$ cat config.mk
export PLATFORM = sky130hd
export DESIGN_NAME = ex_mem_stage
export DESIGN_NICKNAME = d
export VERILOG_FILES = /design/src/rtl/ex_mem_stage.sv
export SDC_FILE = /design/constraint.sdc
export NUM_CORES = 1
export LEC_CHECK = 0
export ABC_AREA = 1
export BUFFER_PORTS_ARGS = -buffer_cell sky130_fd_sc_hd__buf_2
export CAP_MARGIN = 20
export CORE_AREA = 2 2 125 127
export CTS_CLUSTER_SIZE = 40
export DETAILED_ROUTE_END_ITERATION = 16
export DIE_AREA = 0 0 127 129
export PLACE_DENSITY_LB_ADDON = 0.3
export SYNTH_ARGS = -nofsm -noshare
export SYNTH_HDL_FRONTEND = slang
export SYNTH_SLANG_ARGS = --single-unit
$ cat constraint.sdc
create_clock -name clk -period 4.3 [get_ports clk]
set_input_delay 0.645 -clock clk [delete_from_list [all_inputs] [get_ports clk]]
set_output_delay 0.645 -clock clk [all_outputs]
set_load 0.03 [all_outputs]
$ cat src/rtl/ex_mem_stage.sv
// EX/MEM pipeline register: resolves branches from ALU flags, buffers entries
// in a 2-deep skid (main + skid), and pulses a fetch redirect for taken entries.
module ex_mem_stage #(
  parameter int XLEN = 32
) (
  input  logic            clk,
  input  logic            rst_n,
  input  logic            flush,
  input  logic            in_valid,
  output logic            in_ready,
  input  logic [XLEN-1:0] alu_result,
  input  logic            cf,
  input  logic            zf,
  input  logic            vf,
  input  logic            sf,
  input  logic [XLEN-1:0] rs2_data,
  input  logic [XLEN-1:0] pc_plus4,
  input  logic [XLEN-1:0] branch_target,
  input  logic [4:0]      rd,
  input  logic [2:0]      funct3,
  input  logic            reg_write,
  input  logic            mem_read,
  input  logic            mem_write,
  input  logic            is_branch,
  input  logic            is_jump,
  output logic            out_valid,
  input  logic            out_ready,
  output logic [XLEN-1:0] out_result,
  output logic [XLEN-1:0] out_store_data,
  output logic [4:0]      out_rd,
  output logic [2:0]      out_funct3,
  output logic            out_reg_write,
  output logic            out_mem_read,
  output logic            out_mem_write,
  output logic            out_illegal,
  output logic            redirect_valid,
  output logic [XLEN-1:0] redirect_pc
);

  typedef struct packed {
    logic [XLEN-1:0] result;
    logic [XLEN-1:0] store_data;
    logic [4:0]      rd;
    logic [2:0]      funct3;
    logic            reg_write;
    logic            mem_read;
    logic            mem_write;
    logic            illegal;
  } ent_t;

  ent_t r_main, r_skid, w_in;
  logic r_out_valid, r_skid_valid;
  logic r_redir_valid;
  logic [XLEN-1:0] r_redir_pc;
  logic w_cond, w_taken, w_bad_f3, w_accept, w_xfer;

  // Flags come from A+~B+1, so cf=1 means A>=B unsigned.
  always_comb begin
    w_cond   = 1'b0;
    w_bad_f3 = 1'b0;
    case (funct3)
      3'b000:  w_cond = zf;
      3'b001:  w_cond = ~zf;
      3'b100:  w_cond = sf ^ vf;
      3'b101:  w_cond = ~(sf ^ vf);
      3'b110:  w_cond = ~cf;
      3'b111:  w_cond = cf;
      default: w_bad_f3 = 1'b1;
    endcase
  end

  assign w_taken = is_jump | (is_branch & w_cond);

  always_comb begin
    w_in            = '0;
    w_in.result     = is_jump ? pc_plus4 : alu_result;
    w_in.store_data = rs2_data;
    w_in.rd         = rd;
    w_in.funct3     = funct3;
    w_in.reg_write  = reg_write;
    w_in.mem_read   = mem_read;
    w_in.mem_write  = mem_write;
    w_in.illegal    = is_branch & w_bad_f3;
  end

  assign in_ready = ~r_skid_valid;
  assign w_accept = in_valid & in_ready & ~flush;
  assign w_xfer   = r_out_valid & out_ready;

  always_ff @(posedge clk or negedge rst_n) begin
    if (!rst_n) begin
      r_out_valid  <= 1'b0;
      r_skid_valid <= 1'b0;
      r_main       <= '0;
      r_skid       <= '0;
    end else if (flush) begin
      r_out_valid  <= 1'b0;
      r_skid_valid <= 1'b0;
    end else if (r_skid_valid && w_xfer) begin
      r_main       <= r_skid;
      r_skid_valid <= 1'b0;
    end else if (w_accept && (!r_out_valid || out_ready)) begin
      r_main      <= w_in;
      r_out_valid <= 1'b1;
    end else if (w_accept) begin
      r_skid       <= w_in;
      r_skid_valid <= 1'b1;
    end else if (w_xfer) begin
      r_out_valid <= 1'b0;
    end
  end

  // Redirect is taken at accept time, independent of downstream backpressure.
  always_ff @(posedge clk or negedge rst_n) begin
    if (!rst_n) begin
      r_redir_valid <= 1'b0;
      r_redir_pc    <= '0;
    end else begin
      r_redir_valid <= w_accept & w_taken;
      if (w_accept && w_taken) r_redir_pc <= branch_target;
    end
  end

  assign out_valid      = r_out_valid;
  assign out_result     = r_main.result;
  assign out_store_data = r_main.store_data;
  assign out_rd         = r_main.rd;
  assign out_funct3     = r_main.funct3;
  assign out_reg_write  = r_main.reg_write;
  assign out_mem_read   = r_main.mem_read;
  assign out_mem_write  = r_main.mem_write;
  assign out_illegal    = r_main.illegal;
  assign redirect_valid = r_redir_valid;
  assign redirect_pc    = r_redir_pc;

endmodule

==> results of run 1 <==
-- per-stage QoR --
stage	util [%]	total power, mW
2_1_floorplan	-	3.61
3_3_place_gp	63.0	4.14
3_5_place_dp	63.0	4.19
4_1_cts	67.4	5.91
5_1_grt	67.4	6.18
6_report	67.4	5.86
-- routing by layer --
layer,vias to the layer above,part of all wire (%),GRT usage (%)
met4,0,2.2,9.95
li1,3644,-,-
met1,3392,43,33.2
met5,-,0,0
met2,259,48,39.3
met3,30,7.2,6.86
-- worst max-delay path by stage --
| stage | start | end | slack, ns | depth (start not counted) |
|---|---|---|---|---|
| floorplan | out_ready | out_funct3[0]$_DFFE_PN0P_ | 2.57 | 7 |
| global placement | funct3[2] | redirect_pc[15]$_DFFE_PN0P_ | 1.66 | 11 |
| detailed placement | funct3[2] | redirect_pc[14]$_DFFE_PN0P_ | 1.60 | 11 |
| CTS | funct3[2] | redirect_pc[22]$_DFFE_PN0P_ | 2.04 | 11 |
| global route | funct3[2] | redirect_pc[2]$_DFFE_PN0P_ | 1.78 | 11 |
| finish | funct3[1] | redirect_pc[22]$_DFFE_PN0P_ | 2.03 | 12 |
-- layout by cell type (no fill, tap or decap) --
cell	Yosys	routed
sky130_fd_sc_hd__nor3_1	1	1
sky130_fd_sc_hd__nor2_2	3	1
sky130_fd_sc_hd__a21oi_1	2	2
sky130_fd_sc_hd__a31oi_1	108	108
sky130_fd_sc_hd__inv_2	5	5
sky130_fd_sc_hd__clkinvlp_4	0	2
sky130_fd_sc_hd__nand3_2	1	1
sky130_fd_sc_hd__bufinv_16	0	5
sky130_fd_sc_hd__nand3_1	33	33
sky130_fd_sc_hd__o21ai_0	3	3
sky130_fd_sc_hd__buf_2	29	259
sky130_fd_sc_hd__dfrtp_1	187	187
sky130_fd_sc_hd__buf_12	0	1
sky130_fd_sc_hd__nor2_1	112	112
sky130_fd_sc_hd__o31ai_1	2	2
sky130_fd_sc_hd__clkbuf_16	0	17
sky130_fd_sc_hd__clkbuf_8	0	1
sky130_fd_sc_hd__inv_1	10	10
sky130_fd_sc_hd__o21ai_4	0	1
sky130_fd_sc_hd__nor2_4	0	2
sky130_fd_sc_hd__nand2_1	456	456
sky130_fd_sc_hd__diode_2	0	5
sky130_fd_sc_hd__clkinv_4	0	2
sky130_fd_sc_hd__inv_6	0	2
sky130_fd_sc_hd__clkinv_2	0	4
sky130_fd_sc_hd__buf_4	1	9
-- sequential cells by signal (all words and copies together) (netlist names) --
| signal | count |
|---|---|
| out_mem_read | 1 |
| out_funct3 | 3 |
| redirect_pc | 32 |
| redirect_valid | 1 |
| out_rd | 5 |
| out_store_data | 32 |
| r_skid | 76 |
| out_result | 32 |
| out_mem_write | 1 |
| out_valid | 1 |
| r_skid_valid | 1 |
| out_reg_write | 1 |
| out_illegal | 1 |
-- power groups by stage --
stage                     sequential, mW  clock, mW  combinational (mW)
after floorplan                     3.04          0               0.565
after global placement              2.48          0                1.66
after detailed placement            2.49          0                1.69
after CTS                           2.47       1.74                1.70
after global routing                2.52       1.82                1.84
final                               2.47       1.72                1.68
-- final cells by class --
type / instances / share of cell area [%]
Antenna cell: 5 / 0.124
Inverter: 15 / 0.557
Clock buffer: 17 / 4.21
Timing Repair Buffer: 270 / 13.8
Clock inverter: 15 / 2.18
Multi-Input combinational cell: 722 / 30.4
Sequential cell: 187 / 46.3
Tap cell: 188 / 2.33
-- worst max-delay path, delay by kind of cell --
family	cells	cell delay (ns)
and+or+nand+nor	9	1.39
buffers and inverters	2	0.43
AOI/OAI and AO/OA	1	0.08
-- logic make-up (layout without fill, tap and decap cells) --
kind of cell | Yosys count | in the layout | share of synthesized area (%)
buffers and inverters | 79 | 317 | 4.26
AO/OA/AOI/OAI | 116 | 116 | 8.97
AND/OR/NAND/NOR | 606 | 606 | 28.9
flip-flops | 187 | 187 | 57.9
other | 0 | 5 | 0
==> qor.txt, run 1 <==
status = finished, final reports clean
synthesized netlist net count = 1138
synthesized area per cell = 8.18 µm²
maximum number of pins on one net before global-route repair = 111
highest attainable clock frequency = 440 MHz
Via density = 5.16
All-Layer GR Usage = 24.9%
sequential element share of the synthesized area = 57.9%
total DRC errors in the routed layout = 0
critical path cell sequence = buf_2 -> nand2_1 -> o21ai_0 -> nand2_1 -> nand2_1 -> nor2_1 -> nand2_1 -> nand2_1 -> buf_4 -> nand2_1 -> nand2_1 -> nand2_1
worst-case register-to-register setup slack = 2.13 ns
Final Setup Violations = 0
post-synthesis sequential element count = 187
type of the most critical hold path = primary input to async pin
CP dominant cell by count = sky130_fd_sc_hd__nand2_1
TritonCTS buffer count = 17
most repeated cell in the gate-level netlist after synthesis = sky130_fd_sc_hd__nand2_1
maximum buffer depth of the clock tree = 2
worst IR drop on VDD = 0.000303 V
part of the power in the clock network = 29.2%
max-slew violations = 0
maximum level of the CTS H-tree = 4
clock transition at the register clock pins on the worst setup and hold paths after CTS = 0.07 ns
leakage dissipation = 5.27 nW
endpoint required time on the critical path = 4.61 ns
Clock Latency Late Sink = 0.43 ns
setup slack at placement = 1.60 ns
register area = 4680 µm²
Top FF cell, synth = sky130_fd_sc_hd__dfrtp_1
unrepaired setup endpoints after global routing = no
sw frac = 35.7%
number of filler instances in the final layout = 1266
sinks on the clock net = 187
initial antenna violation count = 4
initial drt markers = 552
Placed Cells incl. Taps = 1382
highest net fanout along the worst path = 33
Final GP Congestion = 0.795
fraction of power consumed by sequential logic = 42.1%
most area-consuming cells after synthesis = sky130_fd_sc_hd__dfrtp_1, sky130_fd_sc_hd__nand2_1, sky130_fd_sc_hd__a31oi_1, sky130_fd_sc_hd__nor2_1, sky130_fd_sc_hd__nand3_1
Final Hold Slack = 0.291 ns
number of instances in the synthesized netlist = 988
power share of the combinational group = 28.7%
cell area after synthesis = 8080 µm²
headroom to the max-slew limit = 26.9%
total negative slack for setup checks = 0 ns
antenna-violating nets left = 0
Crit. End Element = flop
total non-filler cell area in the finished layout = 10100 µm²
number of buffers inserted by post-CTS setup repair = 0
net switching power = 2.10 mW
drt first pass iters = 7
Async SR Flop Fraction = 100%
post-route minimum period = 2.27 ns
endpoint of the worst register-to-register path = redirect_pc[22]$_DFFE_PN0P_
wire length per cell after detailed routing = 14.3 µm
maximum capacitance violations = 0
quantity of gates resized following cts = 0
startpoint class of the critical path = primary input
Worst EP arrival = 2.59 ns
port bufs = 260
Worst path max stage delay = 0.69 ns
global-route wire length before repair = 32.4 mm
footprint of the multi-input gates = 3070 µm²
library cell with the largest summed area after synthesis = sky130_fd_sc_hd__dfrtp_1
number of enable flip-flop cells after synthesis = 0
vias in the first global route = 6605
total number of placement rows = 45
Die X = 127 µm
Syn-to-layout area delta = 25.0%
Final Instance Count excl. Fillers = 1419
DR vias = 7325
starting density of the core = 53.9%
CTS tree = built
power per cell area = 581 nW/µm²
number of cells on the worst reg-to-reg path = 7
Post-DP Area = 9440 µm²
number of nets in the finished design = 1363
Final Hold Vio Count = 0
YS warnings = 0
remaining global-route overflow = 0
Synth top area share = 57.9%
worst clock skew = 0.00933 ns
area of the die = 16400 µm²
Worst Tran Pin Value = 1.10 ns
total routed wirelength = 20.2 mm
hold-fix buffer count after cts = 0
root cell of the clock tree = sky130_fd_sc_hd__clkbuf_16
crit path kind = primary input to flop
core footprint = 15000 µm²
synth cell count leaders = sky130_fd_sc_hd__nand2_1, sky130_fd_sc_hd__dfrtp_1, sky130_fd_sc_hd__nor2_1
startpoint of the most critical register-to-register path = r_skid_valid$_DFFE_PN0P_
cell type of the slowest stage on the worst timing path = sky130_fd_sc_hd__nand2_1
HPWL after detailed placement = 13.0 mm
Internal Pwr Total = 3.77 mW
distinct cell type count of the synthesized netlist = 19
Die Span Y = 129 µm
share of the clock period used by the worst path = 52.8%
final setup margin = 2.03 ns
fraction of final layout cells sized beyond drive strength 1 = 25.4%
Ports = 261
No activity file was read; power rests on OpenSTA's default activity.
==> inputs of run 2 (changes only) <==
--- a/config.mk
+++ b/config.mk
@@ -8,10 +8,10 @@
 export ABC_AREA = 1
 export BUFFER_PORTS_ARGS = -buffer_cell sky130_fd_sc_hd__buf_2
 export CAP_MARGIN = 20
-export CORE_AREA = 2 2 125 127
+export CORE_AREA = 2 2 136 138
 export CTS_CLUSTER_SIZE = 40
 export DETAILED_ROUTE_END_ITERATION = 16
-export DIE_AREA = 0 0 127 129
+export DIE_AREA = 0 0 138 140
 export PLACE_DENSITY_LB_ADDON = 0.3
 export SYNTH_ARGS = -nofsm -noshare
 export SYNTH_HDL_FRONTEND = slang
==> constraint.sdc (replaced) <==
create_clock -name clk -period 1.93 [get_ports clk]
set_input_delay 0.2895 -clock clk [delete_from_list [all_inputs] [get_ports clk]]
set_output_delay 0.2895 -clock clk [all_outputs]
set_load 0.03 [all_outputs]
==> run 2 against run 1 <==
Effect of this change: wire length is 3.3% higher; cell area is 2.0% higher; clock skew is 0.00077 ns lower; register-to-register slack got worse by 1.9 ns; worst setup slack got worse by 1.8 ns; sequential power rose by 120%; via count fell by 0.18%; final cell count grew 3.7%; critical path depth fell by 4; count of clock-buffer cells in the layout increased by 6; clock power rose by 99%.
==> qor.txt, run 2 (synthesized netlist as in run 1, its figures left out) <==
highest attainable clock frequency = 595 MHz
Worst setup startpoint = r_skid_valid$_DFFE_PN0P_
root cell of the clock tree = sky130_fd_sc_hd__clkbuf_16
maximum capacitance violations = 0
number of filler instances in the final layout = 1649
clock transition at the register clock pins on the worst setup and hold paths after CTS = 0.07 ns
endpoint required time on the critical path = 2.27 ns
crit path kind = flop to flop
starting density of the core = 45.4%
Final Setup Violations = 0
headroom to the max-slew limit = 71.4%
Ports = 261
total DRC errors in the routed layout = 0
maximum buffer depth of the clock tree = 2
Final Hold Vio Count = 0
worst clock skew = 0.00856 ns
post-route minimum period = 1.68 ns
Clock Latency Late Sink = 0.42 ns
share of the clock period used by the worst path = 87.1%
number of buffers inserted by post-CTS setup repair = 0
worst-case register-to-register setup slack = 0.25 ns
CTS tree = built
unrepaired setup endpoints after global routing = no
area of the die = 19300 µm²
Worst EP arrival = 2.02 ns
most frequent cells in the layout = sky130_fd_sc_hd__nand2_1, sky130_fd_sc_hd__buf_2, sky130_fd_sc_hd__dfrtp_1
max-slew violations = 0
total negative slack for setup checks = 0 ns
startpoint class of the critical path = flop
core footprint = 17800 µm²
Final GP Congestion = 0.752
commonest non-fill, non-tap cell in the layout = sky130_fd_sc_hd__nand2_1
Worst path max stage delay = 0.39 ns
Die Span Y = 140 µm
total routed wirelength = 20.9 mm
leakage dissipation = 5.34 nW
type of the most critical hold path = primary input to flop
maximum number of pins on one net before global-route repair = 78
number of flip-flops in the largest register = 76
Die X = 138 µm
endpoint of the worst register-to-register path = out_result[28]$_DFFE_PN0P_
critical path cell sequence = inv_2 -> nand3_2 -> nor2_2 -> inv_2 -> o21ai_4 -> buf_12 -> nor2_1 -> a31oi_1
drt first pass iters = 4
power per cell area = 1230 nW/µm²
wire length per cell after detailed routing = 14.2 µm
status = finished, final reports clean
DR vias = 7312
All-Layer GR Usage = 21.6%
number of cells on the worst reg-to-reg path = 8
port bufs = 260
startpoint of the most critical register-to-register path = r_skid_valid$_DFFE_PN0P_
number of nets in the finished design = 1377
initial antenna violation count = 4
vias in the first global route = 6979
setup slack at placement = 0.239 ns
quantity of gates resized following cts = 0
cell type of the slowest stage on the worst timing path = sky130_fd_sc_hd__dfrtp_1
Via density = 4.97
antenna-violating nets left = 0
sinks on the clock net = 187
Hold Crit Start = rd[4]
worst IR drop on VDD = 0.000645 V
endpoint of the worst hold path = r_skid[11]$_DFFE_PN0P_
Worst Tran Pin Value = 0.429 ns
total number of placement rows = 49
initial drt markers = 408
global-route wire length before repair = 34.2 mm
CP dominant cell by count = sky130_fd_sc_hd__inv_2
Biggest register = r_skid
maximum level of the CTS H-tree = 4
Cells on Worst Hold Path = 3
Syn-to-layout area delta = 27.6%
TritonCTS buffer count = 17
highest net fanout along the worst path = 73
remaining global-route overflow = 0
HPWL after detailed placement = 14.1 mm
fraction of final layout cells sized beyond drive strength 1 = 26.0%
Crit. End Element = flop
hold-fix buffer count after cts = 1
final setup margin = 0.249 ns
[run 2: cell count changes in the layout (fill, tap and decap cells not counted), sizes merged, moves of 2 or more]
| cell | change |
|---|---|
| buf | +13 |
| diode | -2 |
| clkbuf | +6 |
| bufinv | -4 |
| clkinv | -5 |
[run 2: power breakdown]
| group | internal, mW | total [mW] | switching [mW] |
|---|---|---|---|
| clock | 1.92 | 3.42 | 1.50 |
| combinational | 1.21 | 3.80 | 2.60 |
| sequential | 4.95 | 5.50 | 0.552 |
[run 2: worst max-delay path by stage]
stage / cells past startpoint / endpoint / slack (ns)
2_1_floorplan: 7 / out_funct3[0]$_DFFE_PN0P_ / 0.28
3_3_place_gp: 9 / out_result[4]$_DFFE_PN0P_ / 0.32
3_5_place_dp: 9 / out_result[7]$_DFFE_PN0P_ / 0.24
4_1_cts: 8 / out_result[28]$_DFFE_PN0P_ / 0.24
5_1_grt: 8 / out_rd[1]$_DFFE_PN0P_ / 0.08
6_report: 8 / out_result[28]$_DFFE_PN0P_ / 0.25
[run 2: area by class of cell]
class / instances / area (µm²) / share of cell area, %
Clock inverter: 8 / 83.8 / 0.814
Timing Repair Buffer: 284 / 1630 / 15.8
Clock buffer: 23 / 488 / 4.74
Antenna cell: 3 / 7.51 / 0.0729
Tap cell: 229 / 287 / 2.78
Multi-Input combinational cell: 722 / 3070 / 29.8
Sequential cell: 187 / 4680 / 45.4
Inverter: 15 / 56.3 / 0.546
[run 2: critical path, delay by kind of cell (launching register included)]
family / cells / cell delay [ns]
flip-flops: 1 / 0.39
AND/OR/NAND/NOR: 3 / 0.37
buffers and inverters: 3 / 0.49
AO/OA/AOI/OAI: 2 / 0.29
[run 2: routing by layer]
metal | global-route usage (%) | part of all wire (%) | vias up
met2 | 35.7 | 47 | 234
met4 | 6.50 | 1.7 | 2
met5 | 0 | 0.053 | -
met3 | 5.50 | 6.7 | 27
li1 | - | - | 3674
met1 | 28.3 | 44 | 3375
[run 2: per-stage QoR]
stage	utilization [%]	instances	power (mW)	instance area, µm²	hold slack (ns)
finish	58.0	1471	12.7	10300	0.0785
global route	57.9	1469	13.4	10300	0.0816
CTS	57.9	1468	12.8	10300	0.0661
detailed placement	54.6	1436	9.41	9720	0.277
global placement	54.6	1436	9.31	9720	0.281
floorplan	-	988	8.04	8080	-0.00609
==> inputs of run 3 (changes only) <==
--- a/config.mk
+++ b/config.mk
@@ -9,6 +9,7 @@
 export BUFFER_PORTS_ARGS = -buffer_cell sky130_fd_sc_hd__buf_2
 export CAP_MARGIN = 20
 export CORE_AREA = 2 2 136 138
+export CTS_CLUSTER_DIAMETER = 120
 export CTS_CLUSTER_SIZE = 40
 export DETAILED_ROUTE_END_ITERATION = 16
 export DIE_AREA = 0 0 138 140
==> constraint.sdc (replaced) <==
create_clock -name clk -period 1.5 [get_ports clk]
set_input_delay 0.225 -clock clk [delete_from_list [all_inputs] [get_ports clk]]
set_output_delay 0.225 -clock clk [all_outputs]
set_load 0.03 [all_outputs]
==> run 3 against run 2 <==
Effect of this change: clock power up 23%; worst hold slack worse by 0.060 ns; global-route usage up 0.092 points; combinational power up 45%; sequential power up 31%; core utilization up 5.3 points; first-iteration DRC count up 21%; sequential share of layout area down 3.8 points; sequential cell count unchanged; critical path depth unchanged; fmax up 12%; power up 33%.
==> qor.txt, run 3 (synthesized netlist as in run 1, its figures left out) <==
status = finished, final reports clean
Ports = 261
Clock Latency Late Sink = 0.42 ns
initial drt markers = 494
number of nets in the finished design = 1413
initial antenna violation count = 1
All-Layer GR Usage = 21.7%
type of the most critical hold path = primary input to flop
vias in the first global route = 6752
share of the clock period used by the worst path = 99.8%
sw frac = 37.3%
maximum level of the CTS H-tree = 4
global-route wire length before repair = 34.2 mm
part of the power in the clock network = 24.9%
fraction of power consumed by sequential logic = 42.6%
TritonCTS buffer count = 17
critical path cell sequence = nand2_1 -> nor2_4 -> inv_2 -> o21ai_4 -> buf_6 -> clkbuf_16 -> nor2_2 -> a31oi_1
Worst EP arrival = 1.84 ns
number of cells on the worst reg-to-reg path = 8
maximum number of pins on one net before global-route repair = 77
maximum capacitance violations = 0
total negative slack for setup checks = 0 ns
DR vias = 7740
HPWL after detailed placement = 14.4 mm
number of antenna diodes = 0
final setup margin = 0.00309 ns
Crit. End Element = flop
Syn-to-layout area delta = 39.2%
startpoint class of the critical path = flop
worst clock skew = 0.00657 ns
number of flip-flops in the largest register = 76
cell type of the slowest stage on the worst timing path = sky130_fd_sc_hd__dfrtp_2
antenna-violating nets left = 0
power per cell area = 1510 nW/µm²
Final GP Congestion = 0.753
highest net fanout along the worst path = 20
highest attainable clock frequency = 668 MHz
commonest non-fill, non-tap cell in the layout = sky130_fd_sc_hd__nand2_1
CTS tree = built
Worst Tran Pin Value = 0.363 ns
setup slack at placement = -0.0385 ns
total non-filler cell area in the finished layout = 11200 µm²
wire length per cell after detailed routing = 16.0 µm
Die X = 138 µm
leakage dissipation = 5.69 nW
port bufs = 260
worst IR drop on VDD = 0.000917 V
Final Hold Vio Count = 0
unrepaired setup endpoints after global routing = yes
Design Power = 16.9 mW
clock transition at the register clock pins on the worst setup and hold paths after CTS = 0.07 ns
end-of-flow core utilization = 63.3%
Internal Pwr Total = 10.6 mW
Cells on Worst Hold Path = 3
area of the die = 19300 µm²
Via density = 5.14
maximum buffer depth of the clock tree = 2
core footprint = 17800 µm²
headroom to the max-slew limit = 75.8%
drt first pass iters = 4
power share of the combinational group = 32.4%
most frequent cells in the layout = sky130_fd_sc_hd__nand2_1, sky130_fd_sc_hd__buf_2, sky130_fd_sc_hd__dfrtp_1
Die Span Y = 140 µm
endpoint required time on the critical path = 1.84 ns
net switching power = 6.31 mW
fraction of final layout cells sized beyond drive strength 1 = 31.3%
total DRC errors in the routed layout = 0
Worst path max stage delay = 0.37 ns
root cell of the clock tree = sky130_fd_sc_hd__clkbuf_16
Biggest register = r_skid
starting density of the core = 45.4%
max-slew violations = 0
sinks on the clock net = 187
Post-DP Area = 9870 µm²
post-route minimum period = 1.50 ns
Final Setup Violations = 0
crit path kind = flop to flop
total number of placement rows = 49
remaining global-route overflow = 0
total routed wirelength = 24.1 mm
==> run 3: power by group through the flow <==
stage	combinational [mW]	sequential, mW	clock (mW)
after floorplan	1.63	8.73	0
after global placement	4.91	7.14	0
after detailed placement	5.01	7.17	0
after CTS	5.03	7.10	4.31
after global routing	5.94	7.37	4.52
final	5.50	7.22	4.22
==> run 3: final cells by class <==
class                           count  area (µm²)
Fill cell                        1571        6530
Sequential cell                   187        4680
Multi-Input combinational cell    722        3310
Timing Repair Buffer              320        2360
Clock buffer                       23         488
Tap cell                          229         287
Clock inverter                      9        63.8
Inverter                           15        61.3
==> run 3: layer usage <==
layer  global-route usage (%)  vias to the layer above  share of wire (%)
met1                     30.1                     3647                 43
met5                        0                        -              0.046
met3                     4.38                       35                7.0
li1                         -                     3740                  -
met2                     35.1                      316                 48
met4                     5.80                        2                1.7
==> run 3: repair_timing <==
| item | in CTS | in global routing |
|---|---|---|
| gates resized for setup | 0 | 74 |
| gates cloned | 0 | 20 |
| endpoints found under the hold margin | 31 | 0 |
| hold buffers | 1 | 0 |
| setup endpoints to repair | 61 | 182 |
| buffers inserted | 4 | 2 |
| pin swaps | 1 | 5 |
==> run 3: metrics by stage <==
stage,cells,hold WS (ns)
global route,1505,0.0186
global placement,1446,0.178
detailed placement,1446,0.174
floorplan,988,-0.0706
finish,1505,0.0185
CTS,1483,0.00322
==> run 3: worst paths after layout <==
path,startpoint,to,slack (ns)
max reg2reg,out_valid$_DFFE_PN0P_,out_store_data[10]$_DFFE_PN0P_,0.003
max,out_valid$_DFFE_PN0P_,out_store_data[10]$_DFFE_PN0P_,0.003
min,rs2_data[16],r_skid[28]$_DFFE_PN0P_,0.02
min reg2reg,redirect_pc[14]$_DFFE_PN0P_,redirect_pc[14]$_DFFE_PN0P_,0.47
max in group asynchronous,rst_n,redirect_pc[20]$_DFFE_PN0P_,0.62
min in group asynchronous,rst_n,r_skid[47]$_DFFE_PN0P_,0.30
==> run 3: critical path, delay by kind of cell (launching register included) <==
kind | cells | cell delay [ns]
compound gates | 2 | 0.34
buf+inv | 3 | 0.45
flops | 1 | 0.37
simple gates | 3 | 0.27
